File: src/rtl/ctrl_fsm_pkg.sv
// ctrl_fsm shared definitions: states, opcodes, select encodings.
// CTRL_ILLEGAL_TRAP_EN adds the TRAP state.
package ctrl_fsm_pkg;

    localparam int MXLEN = 32;

    // Sign-extender format select
    localparam logic [1:0] EXTNR_R = 2'd0;
    localparam logic [1:0] EXTNR_I = 2'd1;
    localparam logic [1:0] EXTNR_S = 2'd2;
    localparam logic [1:0] EXTNR_B = 2'd3;

    // Write-back source select
    localparam logic [1:0] WB_ALU = 2'd0;
    localparam logic [1:0] WB_MEM = 2'd1;
    localparam logic [1:0] WB_PC4 = 2'd2;

    // Next-PC source select
    localparam logic [1:0] PC_PLUS4 = 2'd0;
    localparam logic [1:0] PC_IMM   = 2'd1;
    localparam logic [1:0] PC_ALU   = 2'd2;

    // Opcodes
    localparam logic [6:0] OPC_OP     = 7'b0110011;
    localparam logic [6:0] OPC_OP_IMM = 7'b0010011;
    localparam logic [6:0] OPC_LOAD   = 7'b0000011;
    localparam logic [6:0] OPC_STORE  = 7'b0100011;
    localparam logic [6:0] OPC_BRANCH = 7'b1100011;
    localparam logic [6:0] OPC_JALR   = 7'b1100111;

    typedef enum logic [2:0] {
        CTRL_S_FETCH  = 3'd0,
        CTRL_S_DECODE = 3'd1,
        CTRL_S_EXEC   = 3'd2,
        CTRL_S_MEM    = 3'd3,
        CTRL_S_WB     = 3'd4
`ifdef CTRL_ILLEGAL_TRAP_EN
        , CTRL_S_TRAP = 3'd5
`endif
    } ctrl_state_e;

    typedef enum logic [2:0] {
        OPK_OP     = 3'd0,
        OPK_OP_IMM = 3'd1,
        OPK_LOAD   = 3'd2,
        OPK_STORE  = 3'd3,
        OPK_BRANCH = 3'd4,
        OPK_JALR   = 3'd5,
        OPK_ILL    = 3'd6
    } opk_e;

endpackage

File: src/rtl/ctrl_fsm_dec.sv
// ctrl_fsm opcode decoder: instruction kind, legality,
// extender format and ALU operand-B select.
module ctrl_fsm_dec
    import ctrl_fsm_pkg::*;
(
    input  logic [6:0] opcode,
    output opk_e       opk,
    output logic       legal,
    output logic [1:0] extnr_ops,
    output logic       alu_src_imm
);

    // Map opcode to kind; extender format and operand select follow
    always_comb begin
        opk         = OPK_ILL;
        extnr_ops   = EXTNR_R;
        alu_src_imm = 1'b0;
        unique case (opcode)
            OPC_OP: begin
                opk = OPK_OP;
            end
            OPC_OP_IMM: begin
                opk         = OPK_OP_IMM;
                extnr_ops   = EXTNR_I;
                alu_src_imm = 1'b1;
            end
            OPC_LOAD: begin
                opk         = OPK_LOAD;
                extnr_ops   = EXTNR_I;
                alu_src_imm = 1'b1;
            end
            OPC_JALR: begin
                opk         = OPK_JALR;
                extnr_ops   = EXTNR_I;
                alu_src_imm = 1'b1;
            end
            OPC_STORE: begin
                opk         = OPK_STORE;
                extnr_ops   = EXTNR_S;
                alu_src_imm = 1'b1;
            end
            OPC_BRANCH: begin
                opk       = OPK_BRANCH;
                extnr_ops = EXTNR_B;
            end
            default: begin
                opk = OPK_ILL;
            end
        endcase
        legal = (opk != OPK_ILL);
    end

endmodule

File: src/rtl/ctrl_fsm.sv
// Multi-cycle RV32 control sequencer (FETCH/DECODE/EXEC/MEM/WB).
// CTRL_ILLEGAL_TRAP_EN: illegal opcodes enter a sticky TRAP state.
module ctrl_fsm
    import ctrl_fsm_pkg::*;
(
    input  logic             clk,
    input  logic             rst,
    output logic             imem_req,
    input  logic             imem_ready,
    input  logic [MXLEN-1:0] imem_rdata,
    output logic [MXLEN-1:0] ir,
    output logic [1:0]       extnr_ops,
    input  logic             br_taken,
    output logic             alu_src_imm,
    output logic             dmem_req,
    output logic             dmem_we,
    input  logic             dmem_ready,
    output logic             rf_we,
    output logic [1:0]       wb_sel,
    output logic             pc_we,
    output logic [1:0]       pc_sel,
    output logic             retire
`ifdef CTRL_ILLEGAL_TRAP_EN
    ,
    output logic             trap
`endif
);

    ctrl_state_e      state_q, state_d;
    logic [MXLEN-1:0] ir_q, ir_d;
    logic             imem_req_q, imem_req_d;
    logic             dmem_req_q, dmem_req_d;
    logic             dmem_we_q, dmem_we_d;
    logic             rf_we_q, rf_we_d;
    logic [1:0]       wb_sel_q, wb_sel_d;
    logic             trap_q, trap_d;
    opk_e             opk;
    logic             legal;

    ctrl_fsm_dec u_dec (
        .opcode      (ir_q[6:0]),
        .opk         (opk),
        .legal       (legal),
        .extnr_ops   (extnr_ops),
        .alu_src_imm (alu_src_imm)
    );

    // Next state plus the PC/retire strobes, which depend on
    // same-cycle inputs (br_taken, dmem_ready)
    always_comb begin
        state_d = state_q;
        ir_d    = ir_q;
        trap_d  = trap_q;
        pc_we   = 1'b0;
        pc_sel  = PC_PLUS4;
        retire  = 1'b0;
        unique case (state_q)
            CTRL_S_FETCH: begin
                if (imem_req_q && imem_ready) begin
                    ir_d    = imem_rdata;
                    state_d = CTRL_S_DECODE;
                end
            end
            CTRL_S_DECODE: begin
                if (legal) begin
                    state_d = CTRL_S_EXEC;
                end else begin
`ifdef CTRL_ILLEGAL_TRAP_EN
                    trap_d  = 1'b1;
                    state_d = CTRL_S_TRAP;
`else
                    pc_we   = 1'b1;
                    retire  = 1'b1;
                    state_d = CTRL_S_FETCH;
`endif
                end
            end
            CTRL_S_EXEC: begin
                if (opk == OPK_BRANCH) begin
                    pc_we   = 1'b1;
                    pc_sel  = br_taken ? PC_IMM : PC_PLUS4;
                    retire  = 1'b1;
                    state_d = CTRL_S_FETCH;
                end else if (opk == OPK_LOAD || opk == OPK_STORE) begin
                    state_d = CTRL_S_MEM;
                end else begin
                    state_d = CTRL_S_WB;
                end
            end
            CTRL_S_MEM: begin
                if (dmem_req_q && dmem_ready) begin
                    if (opk == OPK_STORE) begin
                        pc_we   = 1'b1;
                        retire  = 1'b1;
                        state_d = CTRL_S_FETCH;
                    end else begin
                        state_d = CTRL_S_WB;
                    end
                end
            end
            CTRL_S_WB: begin
                pc_we   = 1'b1;
                pc_sel  = (opk == OPK_JALR) ? PC_ALU : PC_PLUS4;
                retire  = 1'b1;
                state_d = CTRL_S_FETCH;
            end
`ifdef CTRL_ILLEGAL_TRAP_EN
            CTRL_S_TRAP: begin
                state_d = CTRL_S_TRAP;
            end
`endif
            default: begin
                state_d = CTRL_S_FETCH;
            end
        endcase
    end

    // Request/enable outputs are registered from the next state
    always_comb begin
        imem_req_d = (state_d == CTRL_S_FETCH);
        dmem_req_d = (state_d == CTRL_S_MEM);
        dmem_we_d  = (state_d == CTRL_S_MEM) && (opk == OPK_STORE);
        rf_we_d    = (state_d == CTRL_S_WB);
        wb_sel_d   = WB_ALU;
        if (state_d == CTRL_S_WB) begin
            if (opk == OPK_LOAD) begin
                wb_sel_d = WB_MEM;
            end else if (opk == OPK_JALR) begin
                wb_sel_d = WB_PC4;
            end
        end
    end

    // State, instruction register and registered outputs
    always_ff @(posedge clk or posedge rst) begin
        if (rst) begin
            state_q    <= CTRL_S_FETCH;
            ir_q       <= '0;
            imem_req_q <= 1'b0;
            dmem_req_q <= 1'b0;
            dmem_we_q  <= 1'b0;
            rf_we_q    <= 1'b0;
            wb_sel_q   <= WB_ALU;
            trap_q     <= 1'b0;
        end else begin
            state_q    <= state_d;
            ir_q       <= ir_d;
            imem_req_q <= imem_req_d;
            dmem_req_q <= dmem_req_d;
            dmem_we_q  <= dmem_we_d;
            rf_we_q    <= rf_we_d;
            wb_sel_q   <= wb_sel_d;
            trap_q     <= trap_d;
        end
    end

    assign ir       = ir_q;
    assign imem_req = imem_req_q;
    assign dmem_req = dmem_req_q;
    assign dmem_we  = dmem_we_q;
    assign rf_we    = rf_we_q;
    assign wb_sel   = wb_sel_q;
`ifdef CTRL_ILLEGAL_TRAP_EN
    assign trap     = trap_q;
`else
    logic unused_trap;
    assign unused_trap = trap_q;
`endif

endmodule

File: config.mk
export PLATFORM = sky130hd
export DESIGN_NAME = ctrl_fsm
export DESIGN_NICKNAME = d
export VERILOG_FILES = /design/src/rtl/ctrl_fsm_pkg.sv /design/src/rtl/ctrl_fsm_dec.sv /design/src/rtl/ctrl_fsm.sv
export SDC_FILE = /design/constraint.sdc
export NUM_CORES = 1
export LEC_CHECK = 0
export BUFFER_PORTS_ARGS = -buffer_cell sky130_fd_sc_hd__buf_4
export CAP_MARGIN = 30
export CORE_AREA = 2 2 84 86
export DETAILED_ROUTE_END_ITERATION = 8
export DIE_AREA = 0 0 86 88
export PLACE_DENSITY = 0.56
export SYNTH_ARGS = -nofsm -noshare
export SYNTH_HDL_FRONTEND = slang
export SYNTH_SLANG_ARGS = --single-unit
File: constraint.sdc
create_clock -name clk -period 1.65 [get_ports clk]
set_input_delay 0.165 -clock clk [delete_from_list [all_inputs] [get_ports clk]]
set_output_delay 0.165 -clock clk [all_outputs]
set_load 0.02 [all_outputs]
# Word level (Yosys, flattened, before mapping)
# Cells that the tools add are included.
# W data, S select, Z words.
# word_totals
wordCells	54
inputBits	37
output_inout_bits	45
reg_bits	41
# op_classes
n_mux	21
eq_ne	17
reduce_logical	9
# ops
cell	n
$pmux W3 S6	1
$eq A3 B2 Y1 const B	5
$mux W3	5
$eq A7 B6 Y1 const B	2
$eq A7 B7 Y1 const B	2
$eq A3 B3 Y1 const B	4
$pmux W3 S4	1
$mux W2	4
$eq A7 B2 Y1 const B	1
$eq A7 B5 Y1 const B	1
$mux W1	7
$logic_not A3 Y1	2
$pmux W2 S3	1
$pmux W1 S4	1
$pmux W2 S2	1
$reduce_or A4 Y1	1
$eq A3 B1 Y1 const B	1
$logic_and A1 B1 Y1	3
$ne A3 B3 Y1 const B	1
$reduce_or A3 Y1	1
$reduce_and A2 Y1	1
$logic_or A1 B1 Y1	1

# Depth between registers and ports, before layout
# Gate-level depths: netlist of the first run.
# depth
depth_word	9
depth_mapped	7
ltp_nobuf	6

# Hierarchy
# Synthesis of the first run repeated with hierarchy kept, for this count alone.
# unflattened
hier_cells	127
area_unflattened_um2	1814.2
# by_module_without_submodules
module	seq_area_each_um2	area_each_um2	cells_per_inst	instances
ctrl_fsm	1026.0	1694.1	109	1
ctrl_fsm_dec	0.0	120.1	18	1

# Least setup slack after synthesis of the first run
# Ideal clock, no wire load.
# synth_timing
path_kind	reg2out
from	register ir_q[3] (netlist: ir[3])
to	output port retire
required_ns	1.485
path_stages_with_launch	8
t_arrival_ns	1.903
path_slack_ns	-0.418
n_path_buf	1
path_cell_list	dfrtp_1 > nand3b_4 > nor3_2 > nand2_1 > inv_1 > a31oi_1 > a21oi_1 > buf_4
# synth_between
elab_chain_cells	6
word_cells_on_any_way	15
classes_between	eq/ne (9); mux (6)
# synth_lines
item	line	source
start: declaration	ctrl_fsm.sv:30	logic [MXLEN-1:0] ir_q, ir_d;
start signal: assignment	ctrl_fsm.sv:147	ir_q <= ir_d;
$eq A7 B7 Y1, or another cell as far along	ctrl_fsm_dec.sv:18	unique case (opcode)
$pmux W3 S6 (*)	ctrl_fsm_dec.sv:18	
$eq A3 B2 Y1	ctrl_fsm.sv:92	if (opk == OPK_STORE) begin
$mux W1 (2 in a row)	--	
$pmux W1 S4 (*)	--	
end: declaration	ctrl_fsm.sv:22	output logic retire
# Every way passes the cells marked *; elsewhere a longest branch is shown, timed or not.

# Worst setup path after layout of the first run
# layout_timing
from	register ir_q[3] (netlist: ir[3])
to	output port pc_we
# layout_between
elab_chain_cells	6
word_cells_on_any_way	15
classes_between	eq/ne (9); mux (6)
# layout_lines
item	line	source
$eq A7 B7 Y1, or another cell as far along	ctrl_fsm_dec.sv:18	
$pmux W3 S6 (*)	ctrl_fsm_dec.sv:18	
$eq A3 B2 Y1	ctrl_fsm.sv:92	
$mux W1	ctrl_fsm.sv:92	
$mux W1	ctrl_fsm.sv:91	if (dmem_req_q && dmem_ready) begin
$pmux W1 S4 (*)	ctrl_fsm.sv:57	unique case (state_q)
end: declaration	ctrl_fsm.sv:20	output logic pc_we,
# Marks and branches as above.

==> results of run 1 <==
-- worst max-delay path: stages (launching register included) --
cell	delay, ns
dfrtp_2	0.40
nand3b_4	0.18
nor3_4	0.15
nand2_2	0.08
inv_2	0.07
a31oi_2	0.09
a21oi_2	0.18
buf_4	0.16
-- worst max-delay path by stage --
stage | from | endpoint | slack, ns | cells after the start
finish | ir[3] | pc_we | -0.13 | 7
global route | ir[3] | pc_we | -0.23 | 7
CTS | ir[3] | pc_we | -0.18 | 7
global placement | ir[3] | retire | 0.15 | 7
detailed placement | ir[3] | pc_we | 0.09 | 7
floorplan | ir[3] | retire | -0.16 | 7
-- per-stage QoR --
step	cell area, um^2	util (%)	cells	hold slack [ns]	setup TNS [ns]
floorplan	1960	-	126	0.313	-0.159
global placement	2670	40.2	288	0.250	0
detailed placement	2670	40.2	288	0.240	0
CTS	2880	43.4	306	0.0743	-0.554
global route	2920	43.9	306	0.0765	-0.788
finish	2920	43.9	306	0.0856	-0.367
-- placed cells by master (no fill, tap or decap), types with 2 or more instances in the layout --
master / instances
buf_4: 93
dfrtp_1: 38
mux2_4: 29
clkbuf_8: 6
nand2_1: 4
nor2b_1: 3
a21oi_2: 3
mux2_2: 3
dfrtp_2: 3
buf_12: 3
nor3_4: 2
nor4_2: 2
and2_1: 2
o21ai_0: 2
nor3_1: 2
-- area by class of cell --
| cell class | count | area, um^2 | share of cell area (%) |
|---|---|---|---|
| Clock buffer | 6 | 82.6 | 2.83 |
| Clock inverter | 2 | 37.5 | 1.29 |
| Inverter | 3 | 13.8 | 0.472 |
| Multi-Input combinational cell | 76 | 872 | 29.9 |
| Sequential cell | 41 | 1030 | 35.3 |
| Tap cell | 80 | 100 | 3.43 |
| Timing Repair Buffer | 98 | 779 | 26.7 |
-- routing by layer --
metal	up-vias	share of wire, %
met4	0	1.5
met3	7	7.7
met2	54	49
met5	-	0
met1	679	42
li1	644	-
-- sequential cells by signal, summed over array words and instances (netlist names) --
signal / cells
dmem_req: 1
dmem_we: 1
imem_req: 1
ir: 32
rf_we: 1
state_q: 3
wb_sel: 2
-- power by group through the flow --
stage | clock network [mW] | logic, mW | registers (mW)
finish | 0.866 | 3.13 | 1.82
global route | 0.936 | 3.31 | 1.88
global placement | 0 | 2.90 | 1.84
CTS | 0.895 | 3.09 | 1.81
floorplan | 0 | 1.46 | 2.28
detailed placement | 0 | 2.93 | 1.83
-- logic make-up (layout without fill, tap and decap cells) --
logic type | count (synthesis) | after routing | synth area share [%]
flops | 41 | 41 | 52.9
simple gates | 31 | 31 | 12.6
buf+inv | 9 | 109 | 5.04
mux | 33 | 33 | 24.7
compound gates | 12 | 12 | 4.71
-- timing repair --
item	in CTS	in global routing
pin swaps	5	3
resized for setup	5	9
setup endpoints to repair	6	7
hold buffers	1	0
endpoints found under the hold margin	18	0
setup buffers	9	0
==> flow_summary.html, run 1 <==
<table>
<tr><th>Metric</th><th>Value</th></tr>
<tr><th colspan="2">Run status</th></tr>
<tr><td>Outcome</td><td>finished, violations left</td></tr>
<tr><td>Failing checks</td><td>negative setup slack</td></tr>
<tr><th colspan="2">Power and ir drop</th></tr>
<tr><td>P_sw</td><td>2.18 mW</td></tr>
<tr><td>Post-layout total power</td><td>5.81 mW</td></tr>
<tr><td>Static leakage power</td><td>1.40 nW</td></tr>
<tr><td>Power Internal</td><td>3.63 mW</td></tr>
<tr><td>Pwr dens</td><td>1990 mW/mm^2</td></tr>
<tr><td>Worst voltage drop across the vdd grid</td><td>0.000795 V</td></tr>
<tr><td>Switching fraction of total power</td><td>37.5%</td></tr>
<tr><td>Portion of total power attributed to combinational logic</td><td>53.9%</td></tr>
<tr><td>Clock network fraction of total power</td><td>14.9%</td></tr>
<tr><td>Sequential group share of total power</td><td>31.2%</td></tr>
<tr><th colspan="2">Synth</th></tr>
<tr><td>Cell types with the largest area share after synthesis</td><td>dfrtp_1, mux2_4, buf_12</td></tr>
<tr><td>Ys Warns</td><td>0</td></tr>
<tr><td>Number of synthesized register bits</td><td>41</td></tr>
<tr><td>Top-count cell post-synth</td><td>dfrtp_1</td></tr>
<tr><td>Net count of the mapped netlist</td><td>163</td></tr>
<tr><td>Post-synth design cell area</td><td>0.00194 mm^2</td></tr>
<tr><td>Number of synthesized flops with an enable pin</td><td>0</td></tr>
<tr><td>Synthesized area per cell</td><td>approximately 15 um^2</td></tr>
<tr><td>Share of flip-flops with an asynchronous set or reset</td><td>100%</td></tr>
<tr><td>Most instantiated cells after synthesis</td><td>dfrtp_1, mux2_4, nand2_1</td></tr>
<tr><td>Cell type contributing the most total cell area after synthesis</td><td>dfrtp_1</td></tr>
<tr><td>Share of Yosys cell area claimed by the top area cell type</td><td>52.9%</td></tr>
<tr><td>Cells after Synth</td><td>about 130</td></tr>
<tr><td>Unique masters post-synth</td><td>38</td></tr>
<tr><td>Sequential area share after synthesis</td><td>52.9%</td></tr>
<tr><td>Most used flip-flop cell after synthesis</td><td>dfrtp_1</td></tr>
<tr><th colspan="2">Finish</th></tr>
<tr><td>Antenna cell count</td><td>0</td></tr>
<tr><td>Filler instances</td><td>a little over 600</td></tr>
<tr><td>Net count of the finished layout</td><td>262</td></tr>
<tr><td>Area growth syn-to-layout</td><td>50.4%</td></tr>
<tr><td>Fraction of layout instances using a drive strength above 1</td><td>between 70% and 80%</td></tr>
<tr><th colspan="2">CTS</th></tr>
<tr><td>Clk sinks</td><td>41</td></tr>
<tr><td>Clock latency on the worst-skew pair</td><td>0.30 ns</td></tr>
<tr><td>Number of levels the H-tree was split into</td><td>2</td></tr>
<tr><td>Library cell used as clock root buffer</td><td>clkbuf_8</td></tr>
<tr><td>Clock Path Buffers</td><td>2</td></tr>
<tr><td>CTS tree</td><td>done</td></tr>
<tr><td>Clock transition at path regs</td><td>0.08 ns</td></tr>
<tr><td>Total CTS buffers</td><td>5</td></tr>
<tr><th colspan="2">Timing</th></tr>
<tr><td>Final max-slew violation count</td><td>0</td></tr>
<tr><td>Remaining max-slew budget at the tightest pin</td><td>52.4%</td></tr>
<tr><td>Final setup slack of the worst path</td><td>-0.126 ns</td></tr>
<tr><td>Min Clock Period, post-route</td><td>1.78 ns</td></tr>
<tr><td>Post-route clock period utilization</td><td>108%</td></tr>
<tr><td>Transition at the pin with the smallest max-transition slack</td><td>0.709 ns</td></tr>
<tr><td>Worst clock skew</td><td>0.00764 ns</td></tr>
<tr><td>Final-report setup violation count</td><td>5</td></tr>
<tr><td>Final hold violation count</td><td>0</td></tr>
<tr><td>RSZ-0062 raised after global routing</td><td>yes</td></tr>
<tr><td>Achievable clock frequency</td><td>563 MHz</td></tr>
<tr><th colspan="2">Die</th></tr>
<tr><td>I/O pin count</td><td>82</td></tr>
<tr><td>Core footprint</td><td>around 0.0066 mm^2</td></tr>
<tr><td>Die span in x</td><td>between 80 and 90 um</td></tr>
<tr><td>Die area</td><td>0.00757 mm^2</td></tr>
<tr><td>Die H</td><td>88 um</td></tr>
<tr><td>Initial cell density of the core</td><td>29.2%</td></tr>
<tr><td>Row count</td><td>30</td></tr>
<tr><th colspan="2">Placement</th></tr>
<tr><td>Detailed Place HPWL</td><td>between 3 and 4 mm</td></tr>
<tr><td>Setup Slack @ Placement</td><td>0.0851 ns</td></tr>
<tr><td>RePlAce Congestion</td><td>0.731</td></tr>
<tr><td>Total of buffers placed on input and output ports</td><td>81</td></tr>
<tr><th colspan="2">Detailed routing</th></tr>
<tr><td>Antenna violation net count after detailed routing</td><td>0</td></tr>
<tr><td>Routed len/inst</td><td>14.8 um</td></tr>
<tr><td>DRC violation count after routing</td><td>0</td></tr>
<tr><td>Vias after detailed routing</td><td>1,384</td></tr>
<tr><td>Routed via count divided by cell count</td><td>4.52</td></tr>
<tr><td>Post-detailed-routing wire length</td><td>4.52 mm</td></tr>
<tr><td>Iteration count of the initial detailed-routing pass</td><td>2</td></tr>
<tr><td>Initial DRC Count</td><td>45</td></tr>
<tr><th colspan="2">Worst hold path</th></tr>
<tr><td>Number of cells on the worst hold path</td><td>2</td></tr>
<tr><td>Hold EP</td><td>ir[29]</td></tr>
<tr><td>Worst Hold Class</td><td>in2reg</td></tr>
<tr><td>Worst hold start</td><td>imem_rdata[29]</td></tr>
<tr><th colspan="2">Global routing</th></tr>
<tr><td>Most used routing layer in global routing</td><td>met2</td></tr>
<tr><td>Total Routing Usage GR</td><td>approximately an eighth</td></tr>
<tr><td>Leftover overflow at the end of global routing</td><td>0</td></tr>
<tr><td>Number of global-route vias before repair</td><td>about 1,400</td></tr>
<tr><td>Met1 track demand over resource</td><td>~15%</td></tr>
<tr><td>Global-route wire length before repair</td><td>7.03 mm</td></tr>
<tr><td>Pin count of the biggest net entering global routing</td><td>24</td></tr>
<tr><td>Met2 layer usage reported by global route</td><td>around a fifth</td></tr>
<tr><td>Met3 Usage GRT</td><td>3.96%</td></tr>
<tr><td>Antenna violations before repair</td><td>0</td></tr>
<tr><th colspan="2">Worst setup path</th></tr>
<tr><td>Register-to-Register Path Depth</td><td>5</td></tr>
<tr><td>Max FO, Critical Path</td><td>3</td></tr>
<tr><td>Required time worst endpoint</td><td>approximately 1.5 ns</td></tr>
<tr><td>Arrival time reported for the critical path endpoint</td><td>1.61 ns</td></tr>
<tr><td>Critical path class</td><td>reg2out</td></tr>
<tr><td>Sort of element at the end of the critical path</td><td>output port</td></tr>
<tr><td>Critical R2R Capture</td><td>ir[12]</td></tr>
<tr><td>Launching element type of the critical path</td><td>flip-flop</td></tr>
<tr><td>Worst R2R Setup Slack</td><td>roughly 0.14 ns</td></tr>
<tr><td>Crit Reg-Reg Startpoint</td><td>state_q[1]</td></tr>
<tr><th colspan="2">Flow run</th></tr>
<tr><td>Max-capacitance violation count</td><td>0</td></tr>
</table>
Note: power is estimated with default switching activity, not from simulation.
==> run 2: changes to the inputs <==
- CELL_PAD_IN_SITES_DETAIL_PLACEMENT: unset -> 1
- CELL_PAD_IN_SITES_GLOBAL_PLACEMENT: unset -> 2
- PLACE_DENSITY: 0.56 -> 0.79
- REMOVE_ABC_BUFFERS: unset -> 1
==> run 2 against run 1 <==
  * The flow still finishes with violations (negative setup slack)
  * Critical path depth shrank 2
  * Register-to-register slack worse by 0.10 ns
  * Wire length grew 9.2%
  * Sequential power is essentially flat
  * Fmax fell by 2.1%
  * Largest power group unchanged
  * Largest cell class unchanged
  * Hold slack lost 0.085 ns
  * Critical endpoint unchanged
==> flow_summary.html, run 2 (synthesized netlist as in run 1, its figures left out) <==
<table>
<tr><th>Metric</th><th>Value</th></tr>
<tr><th colspan="2">Run status</th></tr>
<tr><td>Outcome</td><td>finished, violations left</td></tr>
<tr><td>Failing checks</td><td>negative setup slack</td></tr>
<tr><th colspan="2">Timing</th></tr>
<tr><td>RSZ-0062 raised after global routing</td><td>yes</td></tr>
<tr><td>Final max-slew violation count</td><td>0</td></tr>
<tr><td>Post-route clock period utilization</td><td>110%</td></tr>
<tr><td>Final hold violation count</td><td>0</td></tr>
<tr><td>Final setup slack of the worst path</td><td>-0.163 ns</td></tr>
<tr><td>Achievable clock frequency</td><td>approximately 550 MHz</td></tr>
<tr><td>Transition at the pin with the smallest max-transition slack</td><td>about 0.53 ns</td></tr>
<tr><td>Remaining max-slew budget at the tightest pin</td><td>64.8%</td></tr>
<tr><td>Final-report setup violation count</td><td>6</td></tr>
<tr><td>Total Neg Setup Slack</td><td>-0.483 ns</td></tr>
<tr><td>Worst clock skew</td><td>0.00696 ns</td></tr>
<tr><td>WHS</td><td>0.00109 ns</td></tr>
<tr><td>Min Clock Period, post-route</td><td>1.81 ns</td></tr>
<tr><th colspan="2">CTS</th></tr>
<tr><td>Total CTS buffers</td><td>5</td></tr>
<tr><td>Clock latency on the worst-skew pair</td><td>a little under 0.3 ns</td></tr>
<tr><td>Number of levels the H-tree was split into</td><td>2</td></tr>
<tr><td>Clock transition at path regs</td><td>0.08 ns</td></tr>
<tr><td>Library cell used as clock root buffer</td><td>clkbuf_8</td></tr>
<tr><td>Clk sinks</td><td>41</td></tr>
<tr><td>Clock Path Buffers</td><td>2</td></tr>
<tr><td>CTS tree</td><td>done</td></tr>
<tr><th colspan="2">Finish</th></tr>
<tr><td>Commonest cells after routing, fill and taps aside</td><td>buf_4, dfrtp_1, mux2_4, clkbuf_8, buf_6</td></tr>
<tr><td>Commonest non-fill, non-tap cell in the layout</td><td>buf_4</td></tr>
<tr><td>Antenna cell count</td><td>0</td></tr>
<tr><td>Area growth syn-to-layout</td><td>52.4%</td></tr>
<tr><td>Filler instances</td><td>687</td></tr>
<tr><td>Net count of the finished layout</td><td>266</td></tr>
<tr><td>Layout Cell Area excl Fill</td><td>between 0.002 and 0.003 mm^2</td></tr>
<tr><td>Sequential Area</td><td>0.00103 mm^2</td></tr>
<tr><td>Number of flip-flops under the largest register name</td><td>32</td></tr>
<tr><td>Area taken by multi-input logic gates</td><td>916 um^2</td></tr>
<tr><td>Fraction of layout instances using a drive strength above 1</td><td>71.9%</td></tr>
<tr><td>Utilization after layout</td><td>about 44%</td></tr>
<tr><th colspan="2">Worst setup path</th></tr>
<tr><td>Critical R2R Capture</td><td>wb_sel[1]</td></tr>
<tr><td>Critical-path cell with the highest stage delay</td><td>dfrtp_1</td></tr>
<tr><td>Register-to-Register Path Depth</td><td>8</td></tr>
<tr><td>Worst path cell trace</td><td>buf_4 &gt; mux2i_1 &gt; a31oi_4 &gt; a21oi_4 &gt; buf_4</td></tr>
<tr><td>Arrival time reported for the critical path endpoint</td><td>1.65 ns</td></tr>
<tr><td>Crit Reg-Reg Startpoint</td><td>ir[1]</td></tr>
<tr><td>Max FO, Critical Path</td><td>4</td></tr>
<tr><td>Critical path class</td><td>reg2out</td></tr>
<tr><td>Required time worst endpoint</td><td>1.48 ns</td></tr>
<tr><td>Sort of element at the end of the critical path</td><td>output port</td></tr>
<tr><td>Crit path largest cell delay</td><td>~0.45 ns</td></tr>
<tr><td>Launching element type of the critical path</td><td>flip-flop</td></tr>
<tr><td>Most frequent CP cell</td><td>buf_4</td></tr>
<tr><td>Worst R2R Setup Slack</td><td>0.04 ns</td></tr>
<tr><th colspan="2">Global routing</th></tr>
<tr><td>Antenna violations before repair</td><td>0</td></tr>
<tr><td>Pin count of the biggest net entering global routing</td><td>42</td></tr>
<tr><td>Number of global-route vias before repair</td><td>1,527</td></tr>
<tr><td>Total Routing Usage GR</td><td>13.6%</td></tr>
<tr><td>Global-route wire length before repair</td><td>7.78 mm</td></tr>
<tr><td>Leftover overflow at the end of global routing</td><td>0</td></tr>
<tr><th colspan="2">Power and ir drop</th></tr>
<tr><td>P_sw</td><td>between 2 and 2.5 mW</td></tr>
<tr><td>Worst voltage drop across the vdd grid</td><td>about 0.00091 V</td></tr>
<tr><td>Portion of total power attributed to combinational logic</td><td>57.5%</td></tr>
<tr><td>Static leakage power</td><td>1.42 nW</td></tr>
<tr><td>Power Internal</td><td>3.50 mW</td></tr>
<tr><td>Sequential group share of total power</td><td>between 30% and 40%</td></tr>
<tr><td>Post-layout total power</td><td>5.73 mW</td></tr>
<tr><td>Pwr dens</td><td>1940 mW/mm^2</td></tr>
<tr><td>Clock network fraction of total power</td><td>10.7%</td></tr>
<tr><td>Switching fraction of total power</td><td>38.9%</td></tr>
<tr><th colspan="2">Detailed routing</th></tr>
<tr><td>Post-detailed-routing wire length</td><td>4.93 mm</td></tr>
<tr><td>Routed via count divided by cell count</td><td>4.47</td></tr>
<tr><td>Vias after detailed routing</td><td>between 1,000 and 1,500</td></tr>
<tr><td>Routed len/inst</td><td>16.0 um</td></tr>
<tr><td>Antenna violation net count after detailed routing</td><td>0</td></tr>
<tr><td>DRC violation count after routing</td><td>0</td></tr>
<tr><td>Initial DRC Count</td><td>36</td></tr>
<tr><td>Iteration count of the initial detailed-routing pass</td><td>3</td></tr>
<tr><th colspan="2">Die</th></tr>
<tr><td>Core footprint</td><td>0.00664 mm^2</td></tr>
<tr><td>Row count</td><td>30</td></tr>
<tr><td>Die span in x</td><td>86 um</td></tr>
<tr><td>Die area</td><td>0.00757 mm^2</td></tr>
<tr><td>Initial cell density of the core</td><td>29.2%</td></tr>
<tr><td>Die H</td><td>88 um</td></tr>
<tr><td>I/O pin count</td><td>82</td></tr>
<tr><th colspan="2">Worst hold path</th></tr>
<tr><td>Worst Hold Class</td><td>in2async</td></tr>
<tr><th colspan="2">Placement</th></tr>
<tr><td>Placed standard-cell area</td><td>0.00271 mm^2</td></tr>
<tr><td>Detailed Place HPWL</td><td>3.52 mm</td></tr>
<tr><td>RePlAce Congestion</td><td>0.729</td></tr>
<tr><td>Total of buffers placed on input and output ports</td><td>81</td></tr>
<tr><th colspan="2">Flow run</th></tr>
<tr><td>Max-capacitance violation count</td><td>0</td></tr>
</table>
[run 2: per-stage QoR]
stage | cells | setup WS (ns)
3_5_place_dp | 295 | 0.0444
4_1_cts | 307 | -0.130
5_1_grt | 308 | -0.270
2_1_floorplan | 120 | -0.431
3_3_place_gp | 295 | 0.0907
6_report | 308 | -0.163
[run 2: worst max path at each step]
stage,startpoint,to,slack (ns),depth (start not counted)
final,state_q[0],pc_we,-0.16,5
after global routing,state_q[0],pc_we,-0.27,5
after CTS,ir[3],pc_we,-0.13,7
after detailed placement,ir[3],pc_we,0.04,7
after global placement,ir[3],retire,0.09,7
after floorplan,ir[3],pc_we,-0.43,6
[run 2: critical path: cells and delay by family, from the launching register on]
family                 cells  cell delay (ns)
flip-flops                 1             0.45
buffers and inverters      2             0.33
AO/OA/AOI/OAI              2             0.31
multiplexers               1             0.27
[run 2: power groups by stage]
stage / Combinational, mW / Clock (mW) / Sequential, mW
after floorplan: 1.22 / 0 / 2.31
after global placement: 3.02 / 0 / 1.80
final: 3.30 / 0.611 / 1.82
after global routing: 3.48 / 0.686 / 1.89
after CTS: 3.23 / 0.651 / 1.83
after detailed placement: 3.07 / 0 / 1.80
[run 2: layer usage]
layer  track usage, %  wire length, um  vias up
li1                 -                -      644
met1             16.9             2020      671
met2             20.9             2380       57
met3             6.50              495        4
met4             4.33               36        0
met5                0                0        -
[run 2: area by class of cell]
type / count / share of cell area [%]
sequential: 41 / 34.8
multi-input combinational: 76 / 31.0
timing repair buffer: 102 / 27.8
tap: 80 / 3.39
clock buffer: 5 / 2.33
inverter: 3 / 0.466
clock inverter: 1 / 0.169
[run 2: timing repair]
item	4_1_cts	5_1_grt
setup buffers	6	1
pin swaps	4	1
cloned	0	0
endpoints found under the hold margin	0	0
hold buffers	0	0
endpoints found under the setup margin	6	6
resized for setup	16	11
